### src/rtl/dsp_stack.sv
// dsp_stack: hardware data stack with a registered top-of-stack word.
// The TOS lives in a flop so the ALU operand has no RAM path. Deeper
// entries sit in a DEPTH-1 word RAM addressed from the count.
// Optional build macro DSP_STACK_ERR_EN enables the sticky ovf/unf flags.
// Without it, ovf/unf read 0 and clr_err is ignored. Illegal pushes and
// pops are still dropped, so the stack contents stay protected.
module dsp_stack #(
  parameter int NBDATA = 32,
  parameter int SDEPTH = 5
) (
  input  logic              clk,
  input  logic              rst,
  input  logic              push,
  input  logic              pop,
  input  logic [NBDATA-1:0] data_in,
  output logic [NBDATA-1:0] tos,
  output logic [SDEPTH:0]   count,
  output logic              empty,
  output logic              full,
  output logic              ovf,
  output logic              unf,
  input  logic              clr_err
);

  localparam int DEPTH = 2 ** SDEPTH;
  localparam logic [SDEPTH:0]   CNT_ZERO = '0;
  localparam logic [SDEPTH:0]   CNT_ONE  = (SDEPTH + 1)'(1);
  localparam logic [SDEPTH:0]   CNT_FULL = (SDEPTH + 1)'(DEPTH);
  localparam logic [SDEPTH-1:0] IDX_ONE  = SDEPTH'(1);
  localparam logic [SDEPTH-1:0] IDX_TWO  = SDEPTH'(2);

  logic [NBDATA-1:0] tos_q, tos_d;
  logic [SDEPTH:0]   count_q, count_d;
  logic [NBDATA-1:0] mem_q [0:DEPTH-2];
  logic [SDEPTH-1:0] wr_idx, rd_idx;
  logic [NBDATA-1:0] rd_data;
  logic              mem_we;
  logic              ovf_set, unf_set;
  logic              is_empty, is_full;

  assign is_empty = (count_q == CNT_ZERO);
  assign is_full  = (count_q == CNT_FULL);

  // wr_idx is the next free RAM slot and rd_idx is the word just below
  // the TOS. Only the low bits are used: a write never happens when full,
  // and a read is only consumed when count >= 2.
  assign wr_idx  = count_q[SDEPTH-1:0] - IDX_ONE;
  assign rd_idx  = count_q[SDEPTH-1:0] - IDX_TWO;
  assign rd_data = mem_q[rd_idx];

  // Next-state decode for TOS, count, RAM write and error events
  always_comb begin
    tos_d   = tos_q;
    count_d = count_q;
    mem_we  = 1'b0;
    ovf_set = 1'b0;
    unf_set = 1'b0;
    unique case ({push, pop})
      2'b10: begin
        if (is_full) begin
          ovf_set = 1'b1;
        end else begin
          mem_we  = !is_empty;
          tos_d   = data_in;
          count_d = count_q + CNT_ONE;
        end
      end
      2'b01: begin
        if (is_empty) begin
          unf_set = 1'b1;
        end else if (count_q == CNT_ONE) begin
          tos_d   = '0;
          count_d = CNT_ZERO;
        end else begin
          tos_d   = rd_data;
          count_d = count_q - CNT_ONE;
        end
      end
      2'b11: begin
        // Replace the TOS in place. On an empty stack this degrades to a push.
        tos_d = data_in;
        if (is_empty) begin
          count_d = CNT_ONE;
          unf_set = 1'b1;
        end
      end
      default: ;
    endcase
  end

  // TOS and occupancy registers, cleared immediately by reset
  always_ff @(posedge clk or negedge rst) begin
    if (!rst) begin
      tos_q   <= '0;
      count_q <= CNT_ZERO;
    end else begin
      tos_q   <= tos_d;
      count_q <= count_d;
    end
  end

  // Spill the old TOS into RAM on a push. The RAM is not reset.
  always_ff @(posedge clk) begin
    if (mem_we) begin
      mem_q[wr_idx] <= tos_q;
    end
  end

`ifdef DSP_STACK_ERR_EN
  logic ovf_q, ovf_d, unf_q, unf_d;

  // A new error event wins over a simultaneous clear
  always_comb begin
    ovf_d = ovf_set | (ovf_q & ~clr_err);
    unf_d = unf_set | (unf_q & ~clr_err);
  end

  // Sticky error flags
  always_ff @(posedge clk or negedge rst) begin
    if (!rst) begin
      ovf_q <= 1'b0;
      unf_q <= 1'b0;
    end else begin
      ovf_q <= ovf_d;
      unf_q <= unf_d;
    end
  end

  assign ovf = ovf_q;
  assign unf = unf_q;
`else
  logic unused_err;
  assign unused_err = clr_err ^ ovf_set ^ unf_set;
  assign ovf = 1'b0;
  assign unf = 1'b0;
`endif

  assign tos   = tos_q;
  assign count = count_q;
  assign empty = is_empty;
  assign full  = is_full;

endmodule
### config.mk
export PLATFORM = sky130hd
export DESIGN_NAME = dsp_stack
export DESIGN_NICKNAME = d
export VERILOG_FILES = /design/src/rtl/dsp_stack.sv
export SDC_FILE = /design/constraint.sdc
export NUM_CORES = 1
export LEC_CHECK = 0
export CORE_MARGIN = 5
export CORE_UTILIZATION = 62
export DETAILED_ROUTE_END_ITERATION = 8
export GPL_ROUTABILITY_DRIVEN = 0
export GPL_TIMING_DRIVEN = 0
export PLACE_DENSITY = 0.82
export SKIP_LAST_GASP = 1
export SYNTH_ARGS = -nofsm -noshare
export SYNTH_HDL_FRONTEND = slang
export SYNTH_SLANG_ARGS = --single-unit
### constraint.sdc
create_clock -name clk -period 8.2 [get_ports clk]
set_input_delay 1.64 -clock clk [delete_from_list [all_inputs] [get_ports clk]]
set_output_delay 1.64 -clock clk [all_outputs]
set_load 0.005 [all_outputs]
==> impl_results.rst, run 1 <==
.. list-table::
   :header-rows: 1

   * - Metric
     - Value
   * - DRC violation count after routing
     - 0
   * - Clock Latency Late Sink
     - 680 ps
   * - Count of standard-cell rows
     - 93
   * - Number of max-slew violations in the final report
     - 0
   * - Top achievable clock speed
     - 0.159 GHz
   * - H-tree levels
     - 3
   * - Ratio of total power to cell area
     - 382 nW/um^2
   * - Slew @ Worst Pin
     - 1280 ps
   * - Total detailed-routing wirelength
     - 108000 um
   * - Buffers on Ports
     - 74
   * - Setup repair after global routing missed its margin
     - false
   * - Number of gates resized after CTS
     - 0
   * - Critical path cell sequence
     - buf_2 > buf_1 > buf_2 > inv_1 > ha_1 > clkbuf_1 > nor4b_2 > nand2_1 > inv_1 > clkdlybuf4s50_1
   * - Fill cell total of the finished layout
     - 3428
   * - Mapped Cells
     - 1874
   * - Path depth of the worst reg2reg path
     - 11
   * - Vias after detailed routing
     - 21.6k
   * - Data arrival time of the critical path
     - 4670 ps
   * - CTS Hold Bufs
     - 0
   * - Max stage delay cell, worst path
     - sky130_fd_sc_hd__dfrtp_1
   * - Die boundary width
     - 264 um
   * - First-pass detailed-route iteration total
     - 8
   * - Delay of the slowest cell on the worst path
     - 580 ps
   * - Startpoint-to-endpoint class of the critical path
     - reg -> out
   * - Family of cells with the greatest summed delay on the critical path
     - buffers and inverters
   * - Syn-to-layout area delta
     - 15.7%
   * - Final nets
     - 2127
   * - Post-route ant nets
     - 0
   * - Number of buffers added by the clock tree synthesis step
     - 97
   * - Critical Path Sink Type
     - output port
   * - Worst min path class
     - in -> async
   * - Dominant register cell in the synthesized netlist
     - sky130_fd_sc_hd__edfxtp_1
   * - Final critical-path required period
     - 6310 ps
   * - Maximum number of pins on one net before global-route repair
     - 34
   * - Fraction of registers with async set or reset after synthesis
     - 0.0369
   * - Setup Viol. Count Final
     - 0
   * - Total Routing Usage GR
     - 0.311
   * - Worst rel slew slack
     - 0.147
   * - Residual overflow from global routing
     - 0
   * - Maximum fanout count along the critical path
     - 10
   * - Number of hold violations in the final report
     - 0
   * - Clk pin slew, worst setup/hold paths
     - 70 ps
   * - Critical path buffers and inverters
     - 7
   * - Total standard cell area after synthesis
     - 40000 sq um
   * - Layout cell share with drive strength beyond 1
     - 0.254
   * - Core area
     - 64200 sq um
   * - Final HPWL from detailed placement
     - 63900 um
   * - Antenna violations before repair
     - 1
   * - Mean routed wirelength per cell
     - 35.6 um
   * - Static leakage power
     - 0.0148 uW
   * - Initial cell density of the core
     - 0.623
   * - Total clock sinks
     - 1030
   * - Commonest cells after routing, fill and taps aside
     - sky130_fd_sc_hd__edfxtp_1 (992), sky130_fd_sc_hd__mux4_2 (252), sky130_fd_sc_hd__nand2_1 (121)
   * - Setup Total Neg Slack
     - 0 ps
   * - Number of maximum-capacitance constraint violations
     - 0
   * - Logic depth of the worst path, buffers included
     - 10
   * - I/O Pins
     - 79
   * - Vias per Instance
     - 7.14
   * - Post-CTS Setup Repair Bufs
     - 0
   * - Clock Tree Buf Depth
     - 3
   * - Final worst clock skew
     - 39.3 ps
   * - Global-route wire length before repair
     - 157000 um
   * - Status
     - completed
   * - Floorplan die area
     - 69700 sq um
   * - Initial DRC Count
     - 3688
   * - Post-synth EDFFs
     - 992
   * - Root buffer cell
     - sky130_fd_sc_hd__clkbuf_16
   * - Leading cell type in the layout, fill and taps excluded
     - sky130_fd_sc_hd__edfxtp_1
   * - Startpoint kind of the worst setup timing path
     - register
   * - Number of synthesized register bits
     - 1030
   * - Final worst-path cycle share
     - 0.769
   * - CTS tree
     - done
   * - Count of antenna diodes in the layout
     - 0
   * - Count of distinct cell types in the synthesized netlist
     - 58
   * - Synthesized area per cell
     - 21.3 sq um
   * - Number of warning messages in the yosys log
     - 0
   * - Peak supply drop
     - 0.201 mV
   * - Sequential share of the synthesized area
     - 0.769
   * - Die height
     - 264 um
   * - Number of global-route vias before repair
     - 22.4k
   * - Data required time of the worst path
     - 6560 ps
   * - Worst Hold Margin
     - 811 ps
## metal layers
metal | GRT usage | up-vias | part of all wire
met4 | 0.127 | 2 | 0.049
li1 | - | 8225 | -
met1 | 0.407 | 11100 | 0.33
met5 | 0 | - | 0.000084
met3 | 0.0754 | 405 | 0.12
met2 | 0.513 | 1829 | 0.50
## layout make-up
| cell class | count | area [sq um] | share of cell area |
|---|---|---|---|
| sequential | 1030 | 30700 | 0.664 |
| multi-input combinational | 731 | 8900 | 0.192 |
| clock buffer | 106 | 2500 | 0.0541 |
| timing repair buffer | 106 | 1510 | 0.0327 |
| tap | 855 | 1070 | 0.0231 |
| clock inverter | 77 | 963 | 0.0208 |
| buffer | 108 | 568 | 0.0123 |
| inverter | 6 | 22.5 | 0.000487 |
## per-stage QoR
stage,instance area [sq um],utilization,instances,worst slack (ps),power [uW]
6_report,46300,0.721,3019,1890,17700
5_1_grt,46300,0.721,3019,1700,18200
4_1_cts,46300,0.721,3019,2030,17600
3_5_place_dp,42800,0.667,2836,2590,12600
3_3_place_gp,41800,0.651,2804,1140,12200
2_1_floorplan,40000,-,1875,3840,10500
## registers in the layout, indices dropped and copies added, names as in the netlist
register  cells
mem_q       992
tos          32
count         6
## Yosys cell counts (7+ instances only)
| master | instances | area, sq um |
|---|---|---|
| sky130_fd_sc_hd__a21oi_1 | 37 | 185 |
| sky130_fd_sc_hd__clkbuf_1 | 43 | 161 |
| sky130_fd_sc_hd__nand3_1 | 14 | 70.1 |
| sky130_fd_sc_hd__buf_6 | 8 | 90.1 |
| sky130_fd_sc_hd__buf_4 | 15 | 113 |
| sky130_fd_sc_hd__buf_2 | 37 | 185 |
| sky130_fd_sc_hd__mux4_2 | 252 | 5680 |
| sky130_fd_sc_hd__nand2_1 | 121 | 454 |
| sky130_fd_sc_hd__a211oi_1 | 7 | 52.6 |
| sky130_fd_sc_hd__a221oi_1 | 27 | 236 |
| sky130_fd_sc_hd__edfxtp_1 | 992 | 29800 |
| sky130_fd_sc_hd__nand4_1 | 30 | 188 |
| sky130_fd_sc_hd__dfrtp_1 | 38 | 951 |
| sky130_fd_sc_hd__mux2i_1 | 61 | 611 |
| sky130_fd_sc_hd__nor2_1 | 73 | 274 |
| sky130_fd_sc_hd__o22a_1 | 27 | 236 |
| sky130_fd_sc_hd__ha_1 | 10 | 125 |
## worst register-to-register path: stages, from the launching register on
cell                       delay (ps)
sky130_fd_sc_hd__dfrtp_1          680
sky130_fd_sc_hd__buf_2            450
sky130_fd_sc_hd__buf_1            790
sky130_fd_sc_hd__buf_2            430
sky130_fd_sc_hd__inv_1            240
sky130_fd_sc_hd__ha_1             350
sky130_fd_sc_hd__clkbuf_1         570
sky130_fd_sc_hd__buf_1            850
sky130_fd_sc_hd__clkbuf_1         690
sky130_fd_sc_hd__mux4_2           480
sky130_fd_sc_hd__nand2_1          140
sky130_fd_sc_hd__nand4_1          130
## where the power goes
part	total [uW]	internal [uW]	switching, uW
clock network	4860	2860	2010
logic	5110	2140	2970
registers	7690	6810	876
## cell families after synthesis
kind of cell | share of synthesized area
DFF | 0.769
muxes | 0.157
and+or+nand+nor | 0.0289
AOI/OAI and AO/OA | 0.0258
buffers and inverters | 0.0148
adders and majority gates | 0.00313
xor gates and xnor gates | 0.00131
other | 0.0000938
## final timing paths
kind                                 startpoint              endpoint  slack [ps]
max                        count[1]$_DFFE_PN0P_                  full        1890
min                                         rst  count[2]$_DFFE_PN0P_         810
max reg2reg                count[1]$_DFFE_PN0P_   tos[20]$_DFFE_PN0P_        2290
min reg2reg                count[5]$_DFFE_PN0P_  count[5]$_DFFE_PN0P_         870
max in group asynchronous                   rst   tos[15]$_DFFE_PN0P_        6870
min in group clk           count[5]$_DFFE_PN0P_  count[5]$_DFFE_PN0P_         870
(Power assumes the default switching activity.)
==> inputs of run 2 (changes only) <==
==> constraint.sdc (replaced) <==
create_clock -name clk -period 6.1 [get_ports clk]
set_input_delay 1.22 -clock clk [delete_from_list [all_inputs] [get_ports clk]]
set_output_delay 1.22 -clock clk [all_outputs]
set_load 0.005 [all_outputs]
==> results of run 2 <==
The final DEF is identical to that of run 1. Status: completed.
Among the figures that moved: setup slack after placement 2590 ps -> 488 ps; setup slack after layout 1890 ps -> 192 ps; hold slack 811 ps -> 391 ps; end point of the critical path full -> tos[20]$_DFFE_PN0P_; register-to-register setup slack 2290 ps -> 190 ps; total power 17700 uW -> 23700 uW; worst IR drop on VDD 0.201 mV -> 0.270 mV
